--- src/rtl/seg_pkg.sv ---
// Shared seven-segment definitions: active-low hex glyphs and segment bit order.
// Bit order of every pattern: [6:0] = g,f,e,d,c,b,a and [7] = decimal point.
package seg_pkg;

    localparam int SEG_DP_BIT = 7;

    localparam logic [7:0] SEG_OFF = 8'hFF;

    // Glyphs carry the dp bit high (off); the decoder overrides it.
    localparam logic [7:0] SEG_0 = 8'hC0;
    localparam logic [7:0] SEG_1 = 8'hF9;
    localparam logic [7:0] SEG_2 = 8'hA4;
    localparam logic [7:0] SEG_3 = 8'hB0;
    localparam logic [7:0] SEG_4 = 8'h99;
    localparam logic [7:0] SEG_5 = 8'h92;
    localparam logic [7:0] SEG_6 = 8'h82;
    localparam logic [7:0] SEG_7 = 8'hF8;
    localparam logic [7:0] SEG_8 = 8'h80;
    localparam logic [7:0] SEG_9 = 8'h90;
    localparam logic [7:0] SEG_A = 8'h88;
    localparam logic [7:0] SEG_B = 8'h83;
    localparam logic [7:0] SEG_C = 8'hC6;
    localparam logic [7:0] SEG_D = 8'hA1;
    localparam logic [7:0] SEG_E = 8'h86;
    localparam logic [7:0] SEG_F = 8'h8E;

    localparam logic [15:0][7:0] SEG_HEX = {
        SEG_F, SEG_E, SEG_D, SEG_C, SEG_B, SEG_A, SEG_9, SEG_8,
        SEG_7, SEG_6, SEG_5, SEG_4, SEG_3, SEG_2, SEG_1, SEG_0
    };

    function automatic logic [7:0] seg_apply_dp(input logic [7:0] pat, input logic dp);
        logic [7:0] seg;
        seg             = pat;
        seg[SEG_DP_BIT] = ~dp;
        return seg;
    endfunction

endpackage

--- src/rtl/seg7_hex_decode.sv ---
// Combinational hex nibble + decimal point to active-low seven-segment pattern.
module seg7_hex_decode
    import seg_pkg::*;
(
    input  logic [3:0] i_nibble,
    input  logic       i_dp,
    output logic [7:0] o_seg
);

    always_comb begin
        o_seg = seg_apply_dp(SEG_HEX[i_nibble], i_dp);
    end

endmodule

--- src/rtl/seg_scan_driver.sv ---
// Time-multiplexed seven-segment scanner with guard gap and frame-synchronous data update.
// Optional build macro SEG_LZB_EN enables leading-zero blanking of digits above digit 0.
module seg_scan_driver
    import seg_pkg::*;
#(
    parameter int DIGITS   = 4,
    parameter int PRESCALE = 50000,
    parameter int GUARD    = 2
) (
    input  logic                  clk,
    input  logic                  rst_n,
    input  logic                  load,
    input  logic [4*DIGITS-1:0]   value,
    input  logic [DIGITS-1:0]     dp_in,
    input  logic                  blank,
    output logic [7:0]            outLED,
    output logic [DIGITS-1:0]     an,
    output logic                  frame_done,
    output logic                  pending
);

    localparam int CW = $clog2(PRESCALE);
    localparam int IW = (DIGITS > 1) ? $clog2(DIGITS) : 1;
    localparam logic [CW-1:0] CNT_LAST = CW'(PRESCALE - 1);
    localparam logic [IW-1:0] IDX_LAST = IW'(DIGITS - 1);

    logic [CW-1:0]       r_cnt;
    logic [IW-1:0]       r_idx;
    logic [4*DIGITS-1:0] r_shadow_val;
    logic [DIGITS-1:0]   r_shadow_dp;
    logic [4*DIGITS-1:0] r_active_val;
    logic [DIGITS-1:0]   r_active_dp;
    logic                r_pending;
    logic [7:0]          r_led;
    logic [DIGITS-1:0]   r_an;
    logic                r_frame_done;

    logic                w_tick;
    logic                w_wrap;
    logic                w_guard_done;
    logic                w_dark;
    logic                w_lzb;
    logic [3:0]          w_cur_nib;
    logic                w_cur_dp;
    logic [7:0]          w_seg;
    logic [DIGITS-1:0]   w_an_sel;

    genvar gi;

    assign w_tick = (r_cnt == CNT_LAST);
    assign w_wrap = w_tick && (r_idx == IDX_LAST);

    always_ff @(posedge clk or negedge rst_n) begin
        if (!rst_n) begin
            r_cnt <= '0;
            r_idx <= '0;
        end else if (w_tick) begin
            r_cnt <= '0;
            r_idx <= w_wrap ? '0 : r_idx + 1'b1;
        end else begin
            r_cnt <= r_cnt + 1'b1;
        end
    end

    // A load landing on the wrap tick bypasses the shadow so it shows next frame.
    always_ff @(posedge clk or negedge rst_n) begin
        if (!rst_n) begin
            r_shadow_val <= '0;
            r_shadow_dp  <= '0;
            r_active_val <= '0;
            r_active_dp  <= '0;
            r_pending    <= 1'b0;
        end else begin
            if (load) begin
                r_shadow_val <= value;
                r_shadow_dp  <= dp_in;
            end
            if (w_wrap && load) begin
                r_active_val <= value;
                r_active_dp  <= dp_in;
            end else if (w_wrap && r_pending) begin
                r_active_val <= r_shadow_val;
                r_active_dp  <= r_shadow_dp;
            end
            if (load) begin
                r_pending <= !w_wrap;
            end else if (w_wrap) begin
                r_pending <= 1'b0;
            end
        end
    end

    generate
        if (GUARD == 0) begin : g_no_guard
            assign w_guard_done = 1'b1;
        end else begin : g_guard
            localparam logic [CW-1:0] GUARD_C = CW'(GUARD);
            assign w_guard_done = (r_cnt >= GUARD_C);
        end
    endgenerate

    assign w_dark    = blank || !w_guard_done;
    assign w_cur_nib = r_active_val[{r_idx, 2'b00} +: 4];
    assign w_cur_dp  = r_active_dp[r_idx];

    seg7_hex_decode u_decode (
        .i_nibble (w_cur_nib),
        .i_dp     (w_cur_dp),
        .o_seg    (w_seg)
    );

    generate
        for (gi = 0; gi < DIGITS; gi++) begin : g_an_sel
            assign w_an_sel[gi] = (r_idx == IW'(gi));
        end
    endgenerate

`ifdef SEG_LZB_EN
    // w_hi_zero[k]: nibble k and every nibble above it are zero.
    logic [DIGITS-1:0] w_hi_zero;
    generate
        for (gi = 0; gi < DIGITS; gi++) begin : g_lz
            assign w_hi_zero[gi] = (r_active_val[4*DIGITS-1:4*gi] == '0);
        end
    endgenerate
    assign w_lzb = (r_idx != '0) && w_hi_zero[r_idx];
`else
    assign w_lzb = 1'b0;
`endif

    always_ff @(posedge clk or negedge rst_n) begin
        if (!rst_n) begin
            r_led        <= SEG_OFF;
            r_an         <= '1;
            r_frame_done <= 1'b0;
        end else begin
            r_frame_done <= w_wrap;
            if (w_dark) begin
                r_led <= SEG_OFF;
                r_an  <= '1;
            end else begin
                r_led <= w_lzb ? {w_seg[SEG_DP_BIT], 7'h7F} : w_seg;
                r_an  <= ~w_an_sel;
            end
        end
    end

    assign outLED     = r_led;
    assign an         = r_an;
    assign frame_done = r_frame_done;
    assign pending    = r_pending;

endmodule

--- config.mk ---
export PLATFORM = sky130hd
export DESIGN_NAME = seg_scan_driver
export DESIGN_NICKNAME = d
export VERILOG_FILES = /design/src/rtl/seg_pkg.sv /design/src/rtl/seg7_hex_decode.sv /design/src/rtl/seg_scan_driver.sv
export SDC_FILE = /design/constraint.sdc
export NUM_CORES = 1
export LEC_CHECK = 0
export CAP_MARGIN = 40
export CORE_ASPECT_RATIO = 0.9
export CORE_UTILIZATION = 40
export CTS_CLUSTER_SIZE = 10
export DETAILED_ROUTE_END_ITERATION = 10
export GPL_TIMING_DRIVEN = 0
export PLACE_DENSITY_LB_ADDON = 0.2
export SYNTH_ARGS = -nofsm -noshare
export SYNTH_HDL_FRONTEND = slang
export SYNTH_SLANG_ARGS = --single-unit
--- constraint.sdc ---
create_clock -name clk -period 2.2 [get_ports clk]
set_input_delay 0.33 -clock clk [delete_from_list [all_inputs] [get_ports clk]]
set_output_delay 0.33 -clock clk [all_outputs]
set_load 0.005 [all_outputs]
==> results of run 1 <==
==> cell usage in the layout (no fill, tap or decap), types with 2 or more instances in the layout <==
master           instances
clkinv_2                 2
or3_1                    9
nand3_1                 11
a22oi_1                  9
nor4_1                   2
mux4_2                   6
nor3_1                   5
and2_1                   2
or4_1                    2
clkbuf_8                 9
inv_1                   11
mux2_2                  26
o211ai_1                 7
xor2_1                   9
and3_1                   3
nand2_1                 34
xnor2_1                  6
or2_2                    2
o31a_1                   3
clkbuf_1                13
buf_4                    3
o21ai_0                 13
a21oi_1                  4
nand4_1                  4
ha_1                    10
nor2_1                  12
o31ai_1                 10
dfrtp_1                 60
nor3b_1                  2
dfstp_2                 12
bufinv_16                3
and4_1                   3
clkdlybuf4s50_1         35
==> cell families after synthesis <==
kind of cell / after synthesis / share of synthesized area [%]
AOI/OAI and AO/OA: 50 / 9.68
xor gates and xnor gates: 15 / 3.76
adders and majority gates: 12 / 4.30
buffers and inverters: 27 / 3.15
DFF: 72 / 52.0
muxes: 32 / 12.3
and+or+nand+nor: 99 / 14.8
==> per-layer routing <==
metal  vias to the layer above  part of all wire (%)
li1                       1202                     -
met1                      1239                    48
met2                        61                    47
met3                         9                   3.9
met4                         0                   1.0
met5                         -                     0
==> registers in the layout (all words and copies together), names as in the netlist <==
| name | cells |
|---|---|
| an | 4 |
| frame_done | 1 |
| outLED | 8 |
| pending | 1 |
| r_active_dp | 4 |
| r_active_val | 16 |
| r_cnt | 16 |
| r_idx | 2 |
| r_shadow_dp | 4 |
| r_shadow_val | 16 |
==> cell type report <==
class / count / area, um2
plain buffers: 15 / 62.6
clock buffers: 10 / 128
clock inverters: 6 / 108
fillers: 751 / 3930
inverters: 11 / 41.3
multi-input cells: 208 / 1610
flip-flops and latches: 72 / 1820
well taps: 115 / 144
repair buffers: 41 / 422
==> worst max-delay path, stage by stage, from the launching register on <==
cell and delay, ps:
dfrtp_1 410, ha_4 180, nand3_4 100, or3_4 470, nor4b_4 300, buf_6 180, mux2_2 340
==> report_power, final <==
part / switching [mW] / total, mW / internal (mW) / leakage, nW
clock network: 0.499 / 1.25 / 0.750 / 0.116
logic: 0.102 / 0.226 / 0.124 / 0.817
registers: 0.0216 / 1.41 / 1.39 / 0.875
total: 0.623 / 2.88 / 2.26 / 1.81
==> what timing repair did <==
action,CTS,global route
setup buffers,3,0
pin swaps,1,1
gates resized for setup,4,12
hold buffers,1,0
endpoints found under the setup margin,23,37
hold endpoints to repair,13,0
==> metrics by stage <==
stage	hold slack [ps]	cells	setup slack (ps)	total power [mW]
after floorplan	34.4	307	46.0	1.54
after global placement	477	458	-1670	1.65
after detailed placement	265	459	-268	1.66
after CTS	427	479	22.1	2.92
after global routing	445	478	3.41	2.99
final	429	478	114	2.88
==> final timing paths <==
path | endpoint | cells after the start
max | r_active_val[14]$_DFFE_PN0P_ | 6
min | r_cnt[7]$_DFF_PN0_ | 2
max reg2reg | r_active_val[14]$_DFFE_PN0P_ | 6
min reg2reg | r_shadow_val[6]$_DFFE_PN0P_ | 1
max in group asynchronous | outLED[0]$_DFF_PN1_ | 3
min in group clk | r_shadow_dp[2]$_DFFE_PN0P_ | 2
==> metrics, run 1 <==
ys flop type dfrtp_1; count leader, synth dfrtp_1; unrepaired setup endpoints after global routing false; worst-path maximum fanout 10; Post-synth EDFFs 0; first-pass GRT wire length 12700 um; routed vias 2511; Via-to-Cell Ratio 5.25; post-layout util 52.4%; Post-DP Area 4020 um2; Worst VDD drop 0.350 mV; crit path DAT 2320 ps; final setup fails 0; TritonCTS Buffers 9; slew at the pin with the worst max-slew slack 714 ps; Cell variety after synth 39; GR Util met3 3.95%; largest cells by area after synthesis dfrtp_1 (43%), dfstp_2 (9.0%), mux2_2 (8.4%); Max Freq 479 MHz; status complete, no violations; Core ar. 8260 um2; DIE AREA 9110 um2; Port Buffers 36; Skew-Pair Late Insertion Delay 350 ps; Inserted Diodes 0; nets@finish 394; max-slew violation count 0; Final Cell Area 4330 um2; Die W 100 um; CTS root buf clkbuf_8; Worst Skew 10.7 ps; Yosys top cell area share 43.0%; post-synth net total 343; Max Root-Sink Buffers 2; Critical Path Source Type flip-flop; Seq/Total Area, Yosys 52.0%; Gate Count Post-Synth 307; area of the mapped netlist 3490 um2; GRT met1 Usage 25.2%; CTS tree done; Worst Path Required 2430 ps; global route overflow 0; relative slew slack 51.9%; Static Leak 1.81 nW; maxcap violations 0; Worst Path Class, Setup flip-flop to flip-flop; Area Growth Syn to Fin 24.1%; min cycle time layout 2090 ps; first drt pass iteration count 4; setup TNS 0 ps; Antenna Violating Nets Remaining 0; Final Hold Viols 0; CP Capture Type flip-flop; commonest cells in the netlist dfrtp_1 (60), nand2_1 (34), mux2_2 (26); total track usage 17.8%; Total Wirelength 7120 um; initial antenna violation count 0; initial DRC count 100; total I/O pin count 38; DP HPWL 5120 um; met2 usage 26.8%; pwr/cell area 665 nW/um2; Tcrit/Tclk final 94.8%; ys async rst share 100%; largest net degree at the start of global routing 50; Die H 90.6 um; min-delay worst type input pin to async pin; Worst-path clk slew 80 ps; H-tree lvl count 3; layer with the highest usage met2; post-synth top area cell dfrtp_1; clk sink count 72; Synth Warn # 0; DRC Markers 0; Starting Density 42.3%; mean post-synth cell area 11.4 um2; launch point of the worst path r_cnt[1]$_DFF_PN0_; synthesis-stage register bit count 72; routability congestion estimate 0.826; worst r2r src r_cnt[1]$_DFF_PN0_; WL/cell 14.9 um; Cell Rows 31; reg2reg setup slack 110 ps; number of global-route vias before repair 2551; ratio of cells with drive above 1 in the final layout 21.5%
(Power assumes the default switching activity.)
==> inputs of run 2 (changes only) <==
--- a/config.mk
+++ b/config.mk
@@ -5,13 +5,16 @@
 export SDC_FILE = /design/constraint.sdc
 export NUM_CORES = 1
 export LEC_CHECK = 0
+export ABC_AREA = 1
 export CAP_MARGIN = 40
 export CORE_ASPECT_RATIO = 0.9
+export CORE_MARGIN = 2
 export CORE_UTILIZATION = 40
 export CTS_CLUSTER_SIZE = 10
 export DETAILED_ROUTE_END_ITERATION = 10
 export GPL_TIMING_DRIVEN = 0
 export PLACE_DENSITY_LB_ADDON = 0.2
+export SLEW_MARGIN = 10
 export SYNTH_ARGS = -nofsm -noshare
 export SYNTH_HDL_FRONTEND = slang
 export SYNTH_SLANG_ARGS = --single-unit
==> metrics, run 2 <==
mean post-synth cell area 7.99 um2; relative slew slack 65.9%; DRC Markers 0; Cell variety after synth 30; Gate Count Post-Synth 448; Core ar. 8650 um2; Setup WS post-layout 307 ps; maxcap violations 0; number of global-route vias before repair 2794; Worst Path Required 2480 ps; ys async rst share 100%; routability congestion estimate 0.851; Post-synth EDFFs 0; post-synth net total 484; max-slew violation count 0; ys flop type dfrtp_1; clk sink count 72; cts repair resizes 0; CTS root buf clkbuf_8; Worst Skew 8.91 ps; nets@finish 534; metal1 wirelength 3580 um; min cycle time layout 1890 ps; unrepaired setup endpoints after global routing false; largest net degree at the start of global routing 38; hold_buf cts 1; Antenna Violating Nets Remaining 0; Post CTS Setup Buffer Count 0; Total Wirelength 7450 um; hold depth 2; H-tree lvl count 3; worst-path maximum fanout 11; Starting Density 41.4%; DP HPWL 5410 um; post-synth top area cell dfrtp_1; most common cell after layout, fill and taps aside nand2_1; area of the mapped netlist 3580 um2; TritonCTS Buffers 9; total I/O pin count 38; Seq/Total Area, Yosys 50.8%; initial antenna violation count 0; Tcrit/Tclk final 86.0%; Tot Pwr 2.56 mW; ratio of cells with drive above 1 in the final layout 10.9%; Yosys top cell area share 41.9%; Critical Path Source Type flip-flop; WL/cell 12.0 um; status complete, no violations; Worst VDD drop 0.297 mV; most frequent cells in the layout nand2_1 (139), dfrtp_1 (60), inv_1 (58); commonest cells in the netlist nand2_1 (139), dfrtp_1 (60), inv_1 (58); count leader, synth nand2_1; Static Leak 2.18 nW; worst r2r path cells 11; setup TNS 0 ps; Inserted Diodes 0; first-pass GRT wire length 13100 um; met3 WL post-DR 324 um; Max Freq 528 MHz; synthesis-stage register bit count 72; Skew-Pair Late Insertion Delay 350 ps; CP Capture Type flip-flop; slew at the pin with the worst max-slew slack 512 ps; first drt pass iteration count 4; Via-to-Cell Ratio 4.69; post-layout util 49.9%; largest cells by area after synthesis dfrtp_1 (42%), nand2_1 (15%), dfstp_2 (8.8%); Area Growth Syn to Fin 20.6%; Worst Path Class, Setup flip-flop to flip-flop; met2 routed WL 3380 um; crit path DAT 2170 ps; total track usage 16.9%; Port Buffers 37; Final Hold Viols 0; Die W 104 um; DIE AREA 9720 um2; Cell Rows 32; global route overflow 0; final setup fails 0; routed vias 2917; Worst-path clk slew 70 ps; Die H 93.7 um; Synth Warn # 0; initial DRC count 102; Max Root-Sink Buffers 2; min-delay worst type flip-flop to flip-flop; leading registers by flop count r_active_val x16, r_cnt x16, r_shadow_val x16; top layer in use met4; pre-CTS setup slack 117 ps; pwr/cell area 594 nW/um2; CTS tree done
==> run 2: cell types whose count changed after synthesis, sizes merged, moves of 7 or more <==
| cell | delta |
|---|---|
| clkbuf | -13 |
| o31ai | -10 |
| inv | +51 |
| buf | +8 |
| nand3 | +17 |
| a21oi | +11 |
| or3 | -10 |
| o21ai | +7 |
| a22oi | -9 |
| mux2 | -26 |
| nor2 | +41 |
| nand2 | +110 |
==> run 2: routing by layer <==
metal	vias up	track usage, %
met5	-	0
met4	0	6.76
met3	14	4.79
met2	63	27.4
met1	1357	21.6
li1	1483	-
==> run 2: through the flow <==
stage | std cells | hold WS, ps | instance area [um2]
final | 622 | 473 | 4320
after global placement | 604 | 454 | 4100
after floorplan | 448 | 34.4 | 3580
after detailed placement | 605 | 321 | 4120
after CTS | 622 | 483 | 4320
after global routing | 622 | 515 | 4320
==> run 2: report_power, final <==
part / total, mW / leakage (nW) / switching [mW] / internal [mW]
Sequential: 1.38 / 0.860 / 0.00953 / 1.37
Combinational: 0.164 / 1.23 / 0.0885 / 0.0751
Clock: 1.03 / 0.0936 / 0.472 / 0.555
Total: 2.56 / 2.18 / 0.570 / 2.00
==> run 2: cell families after synthesis <==
group / after synthesis / synth area share [%]
simple gates: 245 / 29.4
buf+inv: 74 / 8.42
fa+ha+maj: 12 / 4.19
xor+xnor: 7 / 1.71
flops: 72 / 50.8
compound gates: 38 / 5.49
==> run 2: worst max-delay path: stages, from the launching register on <==
cell     delay, ps
dfrtp_1        440
inv_1           90
buf_2          230
nand2_1         70
nand2_1         60
nand2_1         50
nand2_1        140
inv_1          120
ha_1           300
o21ai_0        170
nand2_1         70
nand3_1         80
==> run 2: final timing paths <==
path                                                 start  slack [ps]                    endpoint
max in group asynchronous                            rst_n        1170  r_active_dp[3]$_DFFE_PN0P_
min in group asynchronous                            rst_n         480          r_cnt[5]$_DFF_PN0_
worst max-delay path                  r_idx[0]$_DFFE_PN0N_         310         outLED[3]$_DFF_PN1_
worst min-delay path            r_shadow_dp[2]$_DFFE_PN0P_         470  r_shadow_dp[2]$_DFFE_PN0P_
worst min register to register  r_shadow_dp[2]$_DFFE_PN0P_         470  r_shadow_dp[2]$_DFFE_PN0P_
worst max register to register        r_idx[0]$_DFFE_PN0N_         310         outLED[3]$_DFF_PN1_
==> run 2: area by class of cell <==
class | count | area, um2
Clock buffer | 13 | 149
Fill cell | 854 | 4330
Buffer | 11 | 65.1
Sequential cell | 72 | 1820
Clock inverter | 3 | 42.5
Tap cell | 119 | 149
Inverter | 63 | 236
Multi-Input combinational cell | 302 | 1460
Timing Repair Buffer | 39 | 398
